### src/rtl/int_calc_seq.sv
// int_calc_seq: multi-cycle unsigned integer calculator with valid/ready handshakes
// on both sides, iterative mul/div/mod/pow engines and status flags.
// Optional feature macro: INT_CALC_SAT_EN. When it is defined, overflowing add/mul/pow/shl
// results saturate to all ones and a borrowing sub saturates to zero.
module int_calc_seq #(
  parameter int unsigned WIDTH = 16
) (
  input  logic             clk,
  input  logic             rst,
  input  logic             in_valid,
  output logic             in_ready,
  input  logic [2:0]       operation,
  input  logic [WIDTH-1:0] A,
  input  logic [WIDTH-1:0] B,
  output logic             out_valid,
  input  logic             out_ready,
  output logic [WIDTH-1:0] sum,
  output logic             sign,
  output logic             zero,
  output logic             ovf,
  output logic             err
);
  localparam int unsigned CNT_W = $clog2(WIDTH) + 1;

  localparam logic [2:0] OP_ADD  = 3'd0;
  localparam logic [2:0] OP_SUB  = 3'd1;
  localparam logic [2:0] OP_MUL  = 3'd2;
  localparam logic [2:0] OP_DIV  = 3'd3;
  localparam logic [2:0] OP_SHL  = 3'd4;
  localparam logic [2:0] OP_LOG2 = 3'd5;
  localparam logic [2:0] OP_POW  = 3'd6;
  localparam logic [2:0] OP_MOD  = 3'd7;

  typedef enum logic [1:0] {S_IDLE, S_BUSY, S_DONE} state_t;

  state_t               state_q;
  logic [2:0]           op_q;
  logic [WIDTH-1:0]     a_q, b_q;
  logic [CNT_W-1:0]     cnt_q;
  logic [2*WIDTH-1:0]   acc_q, mcand_q;
  logic [WIDTH-1:0]     mplier_q, rem_q, pow_q;
  // Left-shifting register: dividend bits for div/mod, exponent bits for pow (MSB first).
  logic [WIDTH-1:0]     quo_q;
  logic                 pow_ovf_q;
  logic                 in_ready_q, out_valid_q, sign_q, zero_q, ovf_q, err_q;
  logic [WIDTH-1:0]     sum_q;

  logic [2*WIDTH-1:0]   acc_d, mcand_d, sq_d, ml_d, shl_full_d;
  logic [WIDTH-1:0]     mplier_d, rem_d, quo_d, pow_d, lg_d, res_d;
  logic [WIDTH:0]       rem_sh_d, trial_d;
  logic                 pow_ovf_d, ovf_d, err_d, multi_d, last_d;

  // One iteration of each engine plus the final result selection for the current opcode.
  always_comb begin
    mcand_d  = mcand_q << 1;
    mplier_d = mplier_q >> 1;
    acc_d    = mplier_q[0] ? (acc_q + mcand_q) : acc_q;

    rem_sh_d = {rem_q, quo_q[WIDTH-1]};
    trial_d  = rem_sh_d - {1'b0, b_q};
    if (!trial_d[WIDTH]) begin
      rem_d = trial_d[WIDTH-1:0];
      quo_d = {quo_q[WIDTH-2:0], 1'b1};
    end else begin
      rem_d = rem_sh_d[WIDTH-1:0];
      quo_d = {quo_q[WIDTH-2:0], 1'b0};
    end

    sq_d      = {{WIDTH{1'b0}}, pow_q} * {{WIDTH{1'b0}}, pow_q};
    ml_d      = {{WIDTH{1'b0}}, sq_d[WIDTH-1:0]} * {{WIDTH{1'b0}}, a_q};
    pow_d     = quo_q[WIDTH-1] ? ml_d[WIDTH-1:0] : sq_d[WIDTH-1:0];
    pow_ovf_d = pow_ovf_q | (|sq_d[2*WIDTH-1:WIDTH])
              | (quo_q[WIDTH-1] & (|ml_d[2*WIDTH-1:WIDTH]));

    shl_full_d = {{WIDTH{1'b0}}, a_q} << b_q[CNT_W-1:0];

    lg_d = '0;
    for (int i = 0; i < int'(WIDTH); i++) begin
      if (a_q[i]) lg_d = WIDTH'(i);
    end

    multi_d = (op_q == OP_MUL) || (op_q == OP_DIV) || (op_q == OP_MOD) || (op_q == OP_POW);
    last_d  = (cnt_q == CNT_W'(WIDTH - 1));

    res_d = '0;
    ovf_d = 1'b0;
    err_d = 1'b0;
    case (op_q)
      OP_ADD:  {ovf_d, res_d} = {1'b0, a_q} + {1'b0, b_q};
      OP_SUB:  begin res_d = a_q - b_q; ovf_d = (a_q < b_q); end
      OP_MUL:  begin res_d = acc_d[WIDTH-1:0]; ovf_d = |acc_d[2*WIDTH-1:WIDTH]; end
      OP_DIV:  begin res_d = quo_d; err_d = (b_q == '0); end
      OP_MOD:  begin res_d = rem_d; err_d = (b_q == '0); end
      OP_SHL: begin
        if (b_q >= WIDTH'(WIDTH)) begin
          res_d = '0;
          ovf_d = |a_q;
        end else begin
          res_d = shl_full_d[WIDTH-1:0];
          ovf_d = |shl_full_d[2*WIDTH-1:WIDTH];
        end
      end
      OP_LOG2: begin res_d = lg_d; err_d = (a_q == '0); end
      OP_POW:  begin res_d = pow_d; ovf_d = pow_ovf_d; end
      default: res_d = '0;
    endcase
`ifdef INT_CALC_SAT_EN
    if (ovf_d) res_d = (op_q == OP_SUB) ? '0 : '1;
`endif
  end

  // Control FSM, operand capture, engine state and registered result/flags.
  always_ff @(posedge clk) begin
    if (rst) begin
      state_q     <= S_IDLE;
      in_ready_q  <= 1'b1;
      out_valid_q <= 1'b0;
      sum_q       <= '0;
      sign_q      <= 1'b0;
      zero_q      <= 1'b0;
      ovf_q       <= 1'b0;
      err_q       <= 1'b0;
      op_q        <= OP_ADD;
      a_q         <= '0;
      b_q         <= '0;
      cnt_q       <= '0;
      acc_q       <= '0;
      mcand_q     <= '0;
      mplier_q    <= '0;
      rem_q       <= '0;
      quo_q       <= '0;
      pow_q       <= '0;
      pow_ovf_q   <= 1'b0;
    end else begin
      case (state_q)
        S_IDLE: begin
          if (in_valid) begin
            op_q       <= operation;
            a_q        <= A;
            b_q        <= B;
            cnt_q      <= '0;
            acc_q      <= '0;
            mcand_q    <= {{WIDTH{1'b0}}, A};
            mplier_q   <= B;
            rem_q      <= '0;
            quo_q      <= (operation == OP_POW) ? B : A;
            pow_q      <= WIDTH'(1);
            pow_ovf_q  <= 1'b0;
            in_ready_q <= 1'b0;
            state_q    <= S_BUSY;
          end
        end
        S_BUSY: begin
          cnt_q     <= cnt_q + CNT_W'(1);
          acc_q     <= acc_d;
          mcand_q   <= mcand_d;
          mplier_q  <= mplier_d;
          rem_q     <= rem_d;
          quo_q     <= quo_d;
          pow_q     <= pow_d;
          pow_ovf_q <= pow_ovf_d;
          if (!multi_d || last_d) begin
            sum_q       <= res_d;
            sign_q      <= res_d[WIDTH-1];
            zero_q      <= (res_d == '0);
            ovf_q       <= ovf_d;
            err_q       <= err_d;
            out_valid_q <= 1'b1;
            state_q     <= S_DONE;
          end
        end
        S_DONE: begin
          if (out_ready) begin
            out_valid_q <= 1'b0;
            in_ready_q  <= 1'b1;
            state_q     <= S_IDLE;
          end
        end
        default: state_q <= S_IDLE;
      endcase
    end
  end

  assign in_ready  = in_ready_q;
  assign out_valid = out_valid_q;
  assign sum       = sum_q;
  assign sign      = sign_q;
  assign zero      = zero_q;
  assign ovf       = ovf_q;
  assign err       = err_q;

endmodule

### config.mk
export PLATFORM = sky130hd
export DESIGN_NAME = int_calc_seq
export DESIGN_NICKNAME = d
export VERILOG_FILES = /design/src/rtl/int_calc_seq.sv
export SDC_FILE = /design/constraint.sdc
export NUM_CORES = 2
export LEC_CHECK = 0
export BUFFER_PORTS_ARGS = -buffer_cell sky130_fd_sc_hd__buf_2
export CORE_MARGIN = 1
export CORE_UTILIZATION = 55
export DETAILED_ROUTE_END_ITERATION = 10
export PLACE_DENSITY = 0.72
export SETUP_SLACK_MARGIN = 0.1
export SYNTH_ARGS = -nofsm -noshare
export SYNTH_HDL_FRONTEND = slang
export SYNTH_SLANG_ARGS = --single-unit
### constraint.sdc
create_clock -name clk -period 11.24 [get_ports clk]
set_input_delay 1.686 -clock clk [delete_from_list [all_inputs] [get_ports clk]]
set_output_delay 1.686 -clock clk [all_outputs]
set_load 0.02 [all_outputs]
# Yosys cells after proc, flatten, opt, wreduce, memory -nomap -nowiden

Index checks and enable logic that the tools add are counted.

Memories kept: 0
Bits in latches: 0
Register bits: 193
Memory bits (writable): 0
Bits in read-only memories: 0
Input port bits: 39

Reduce and logical (&&, ||, !) cells: 25
Add/subtract/negate cells: 5
Mux-type cells: 50
Bitwise operators: 3
Div/mod/pow operators: 0
Equal/unequal tests: 14
Multiply operators: 2
Shifts and indexed selects: 1
Order comparisons: 2

Operator list:

| cell                                                               | count |
|---|---|
| two-way mux 16 bit                                                 | 22 |
| case mux 16 bit (2 select lines)                                   | 4 |
| case mux 16 bit (8 select lines)                                   | 1 |
| case mux 32 bit (2 select lines)                                   | 2 |
| two-way mux 32 bit                                                 | 3 |
| OR reduction 16 bit                                                | 5 |
| multiplier 16 x 16 -> 32 bit                                       | 2 |
| zero test 16 bit                                                   | 3 |
| adder 32 bit                                                       | 1 |
| left shift 16 x 5 -> 32 bit                                        | 1 |
| adder 16 x 16 -> 17 bit                                            | 1 |
| subtractor 17 x 16 -> 17 bit                                       | 1 |
| greater-or-equal comparator 16 x 5 -> 1 bit, second input constant | 1 |
| < comparator 16 bit                                                | 1 |
| subtractor 16 bit                                                  | 1 |
| == test 3 bit, second input constant                               | 5 |
| case mux 5 bit (2 select lines)                                    | 1 |
| AND reduction 3 bit                                                | 3 |
| case mux 1 bit (2 select lines)                                    | 4 |
| two-way mux 1 bit                                                  | 7 |
| == test 3 x 2 -> 1 bit, second input constant                      | 2 |
| two-way mux 2 bit                                                  | 3 |
| inequality test 2 bit, second input constant                       | 3 |
| case mux 2 bit (3 select lines)                                    | 1 |
| other kinds (16)                                                   | 24 |

# Logic depth before layout (Yosys ltp)

Depth after elaboration: 17
Gate-level depth with buffers: 47
Depth with buffers taken out: 44

# Worst setup path after synthesis

Ideal clock, no wire load.

Path kind: flip-flop to flip-flop
From: reg pow_q[6]
To: reg pow_ovf_q
Clock period less this slack: 11268 ps
Stages on the path, launching flop included: 43
Path slack: -28 ps
Data required time: 11108 ps
Data arrival time: 11136 ps
Path through: dfxtp_1 -> clkbuf_1 -> clkbuf_1 -> nand2_1 -> fa_1 -> fa_1 -> fa_1 -> inv_1 -> fa_1 -> inv_1 -> fa_1 -> fa_1 -> inv_1 -> ha_1 -> clkbuf_1 -> a21o_1 -> a31oi_1 -> o31a_1 -> [7 not listed] -> fa_1 -> inv_1 -> fa_1 -> fa_1 -> fa_1 -> inv_1 -> ha_1 -> clkbuf_1 -> a21o_1 -> a31o_2 -> a311o_1 -> clkinv_1 -> a2111oi_1 -> or4b_1 -> a31oi_1 -> a41oi_1 -> nor4_1 -> nor3_1

Longest elaborated chain between the ends: 6
Elaborated cells on any way between the ends: 8
Those cells by class: mul: 2; mux: 1; bitwise: 3; reduce/logical: 2

RTL lines:

| element                             | line | text |
|---|---|---|
| from (decl)                         | 41   | `logic [WIDTH-1:0] mplier_q, rem_q, pow_q;` |
| from (signal assigned)              | 160  | `pow_q <= pow_d;` |
| multiplier 16 x 16 -> 32 bit (*)    | 69   | `sq_d = {{WIDTH{1'b0}}, pow_q} * {{WIDTH{1'b0}}, pow_q};` |
| multiplier 16 x 16 -> 32 bit        | 70   | `ml_d = {{WIDTH{1'b0}}, sq_d[WIDTH-1:0]} * {{WIDTH{1'b0}}, a_q};` |
| OR reduction 16 bit                 | 73   | `\| (quo_q[WIDTH-1] & (\|ml_d[2*WIDTH-1:WIDTH]));` |
| AND 1 bit                           | 73   |  |
| bitwise OR 1 bit (*)                | 73   |  |
| case mux 1 bit (2 select lines) (*) | 135  | `case (state_q)` |
| to (signal assigned)                | 161  | `pow_ovf_q <= pow_ovf_d;` |
| to (decl)                           | 44   | `logic pow_ovf_q;` |

Mark *: on every way between the ends. The rest lies on a longest branch, timed or not.
A chain may end at the register's enable or synchronous reset.

# Final worst setup path

From: reg pow_q[1]
To: reg pow_ovf_q

Same word-level chain as after synthesis.

==> summary.txt <==
Run status
  – Status: complete, no violations

Place
  – # placed instances: ~4300
  – Placed Area: 0.0304 mm2
  – Final Wtd Congestion: a little over 1
  – Port-buffer cells: 60
  – DP Wirelength: just under 70000 um

Cells and area
  – Layout cells sized above 1: between 10 and 15%
  – Final Instance Count excl. Fillers: ~4300
  – Fin area: between 0.03 and 0.04 mm2
  – Most frequent cells in the layout: nand2_1 (484), inv_1 (474), fa_1 (340)
  – Filler cells: 4604
  – Nets: 4300
  – Area growth syn-to-layout: 8.98%
  – Most common cell after layout, fill and taps aside: nand2_1
  – Multi-input logic area: 0.0231 mm2
  – Register Area: ~0.0039 mm2

GRT
  – Grt total ovfl: 0
  – Total GRT Usage: 32.1%
  – Antenna violations before repair: 0
  – First-pass GRT wire length: 136000 um
  – Pin count of the biggest net entering global routing: 100
  – Vias in the first global route: approximately 25000

Clock network
  – Worst-Skew Late Latency: roughly 470 ps
  – H-Tree Depth: 4
  – CTS buffer count: 17
  – Clock Sink Count: ~190
  – Count of hold-fix buffers inserted at cts: 0
  – Clock Tree Buf Depth: 2
  – Clk slew on worst S/H paths: around 70 ps
  – Root buffer cell: clkbuf_16
  – CTS tree: yes

Detailed routing
  – DRT iter0 DRCs: 2238
  – Post-DR vias/cell: 5.91
  – Routed length per instance: just under 20 um
  – Final WL: between 80000 and 90000 um
  – Drt pass-1 iters: 8
  – # DRC: 0
  – Detailed-route via count: 25500
  – Final antenna-violating net count: 0

Timing
  – Clock skew: 14.7 ps
  – Worst-Margin Slew: 1090 ps
  – Final hold slack: 457 ps
  – Max frequency: just over 90 MHz
  – Slew Viols, Final: 0
  – Final min period: about 11000 ps
  – Period utilization: between 90 and 100%
  – Slew HR: approximately 27%
  – RSZ-0062 raised after global routing: true
  – Setup violators final: 0
  – Endpoints failing hold: 0

Critical path
  – Crit path DAT: about 11000 ps
  – Slowest stage delay, CP: 550 ps
  – Crit path max-delay cell type: fa_1
  – Critical Path End Type: register
  – Depth of the most critical reg-to-reg path: 40
  – CP Max Fanout: 8
  – Crit-path most repeated cell: fa_1
  – Setup crit start kind: register
  – Critical path type: reg2reg
  – Data required time of the critical path: 11560 ps

Power and ir drop
  – LEAKAGE: ~14 nW
  – Power Total: slightly below 0.002 W
  – Power per cell area: 62.5 mW/mm2
  – Peak VDD IR: 125 uV

Die
  – Die W: 232 um
  – FP Rows: between 80 and 90
  – CORE AREA: between 0.05 and 0.06 mm2
  – Die ar.: between 0.05 and 0.06 mm2
  – Die Y: ~230 um
  – Initial Util: between 50% and 60%
  – Io pins: just over 60

Min path
  – Hold Crit Class: reg2reg
  – Hold Path Depth: 2

Synth
  – Cell Area, Synth: roughly 0.029 mm2
  – Synthesized Nets: around 4300
  – Post-synth EDFFs: 0
  – Synth Instances: 3598
  – Commonest register cell after synthesis: dfxtp_1
  – Unique masters post-synth: 93
  – Asr flop ratio synth: 0%
  – Seq cells post-synth: approximately 190
  – Synthesized area per cell: around 8.1 um2
  – Sequential share of the synthesized area: roughly an eighth
  – Synthesis Warnings: 0

Run
  – MaxCap Viol Count: 0
[critical path, delay by kind of cell (launching register included)]
family | cells | cell delay (ps)
buffers and inverters | 11 | 1020
AO/OA/AOI/OAI | 6 | 1070
AND/OR/NAND/NOR | 9 | 1800
flip-flops | 1 | 400
adder cells (fa/ha/maj) | 14 | 6410
[cells by family (layout without fill, tap and decap cells)]
group,after synthesis,count (layout),synth area share [%]
AND/OR/NAND/NOR,1196,1196,19.2
AO/OA/AOI/OAI,706,706,16.0
buffers and inverters,691,730,9.07
adder cells (fa/ha/maj),637,637,36.4
flip-flops,192,192,13.2
XOR/XNOR,104,104,3.16
multiplexers,72,72,2.91
other,0,2,0
[final cells by class]
cell class / count / share of cell area, %
inverter: 490 / 5.81
clock inverter: 15 / 0.514
timing repair buffer: 208 / 4.57
antenna: 2 / 0.0158
clock buffer: 17 / 1.34
tap: 680 / 2.69
sequential: 192 / 12.2
multi-input combinational: 2715 / 72.8
[power breakdown]
| group | total [W] | switching [W] | internal [W] |
|---|---|---|---|
| logic | 0.000605 | 0.000395 | 0.000210 |
| registers | 0.000755 | 0.0000439 | 0.000712 |
| clock network | 0.000620 | 0.000322 | 0.000298 |
[state kept, by name, indices dropped and copies added, names as in the netlist]
signal,count
sum,15
pow_q,16
cnt_q,5
mcand_q,32
pow_ovf_q,1
in_ready,1
quo_q,16
sign,1
a_q,16
out_valid,1
acc_q,32
rem_q,16
b_q,16
ovf,1
state_q,2
mplier_q,16
zero,1
op_q,3
err,1
[timing repair]
item                       CTS  global route
buffers inserted             8             8
pin swaps                   24            46
setup endpoints to repair    3             6
cloned                       0             0
gates resized for setup     54            58
[layer usage]
layer / track usage, % / routed length, um
met1: 44.0 / 37000
met5: 0 / 0
met3: 5.70 / 7090
met4: 11.2 / 2920
met2: 50.8 / 38600
[synthesized netlist by cell type (18+ instances only)]
cell	number	area share, %
and2_1	191	4.1
nand3_1	78	1.3
nor2b_1	31	0.67
nor4_1	19	0.41
nor2_1	240	3.1
inv_1	485	6.3
ha_1	290	12
o21bai_1	21	0.54
mux2_2	20	0.78
fa_1	347	24
a211oi_1	32	0.83
xnor2_1	78	2.4
o21ai_0	78	1.3
a21o_1	44	1.1
nand4_1	18	0.39
a221oi_1	21	0.63
dfxtp_1	192	13
nand2b_1	18	0.39
mux2i_1	44	1.5
clkbuf_1	183	2.4
a31oi_1	76	1.6
nor3_1	43	0.74
a21oi_1	236	4.1
o21a_1	23	0.59
nand2_1	488	6.3
xor2_1	25	0.75
[worst paths after layout]
| path | start | endpoint | slack (ps) |
|---|---|---|---|
| setup / recovery | pow_q[1] | pow_ovf_q | 370 |
| hold / removal | a_q[12] | a_q[12] | 460 |
| hold reg to reg | a_q[12] | a_q[12] | 460 |
| setup reg to reg | pow_q[1] | pow_ovf_q | 370 |
[stage by stage]
stage | utilization (%) | setup slack [ps] | setup TNS [ps]
5_1_grt | 61.2 | -80.6 | -158
3_5_place_dp | 58.9 | -349 | -670
2_1_floorplan | - | 105 | 0
6_report | 61.2 | 371 | 0
3_3_place_gp | 58.9 | -81.3 | -148
4_1_cts | 60.7 | 105 | 0
No activity file was read; power rests on OpenSTA's default activity.
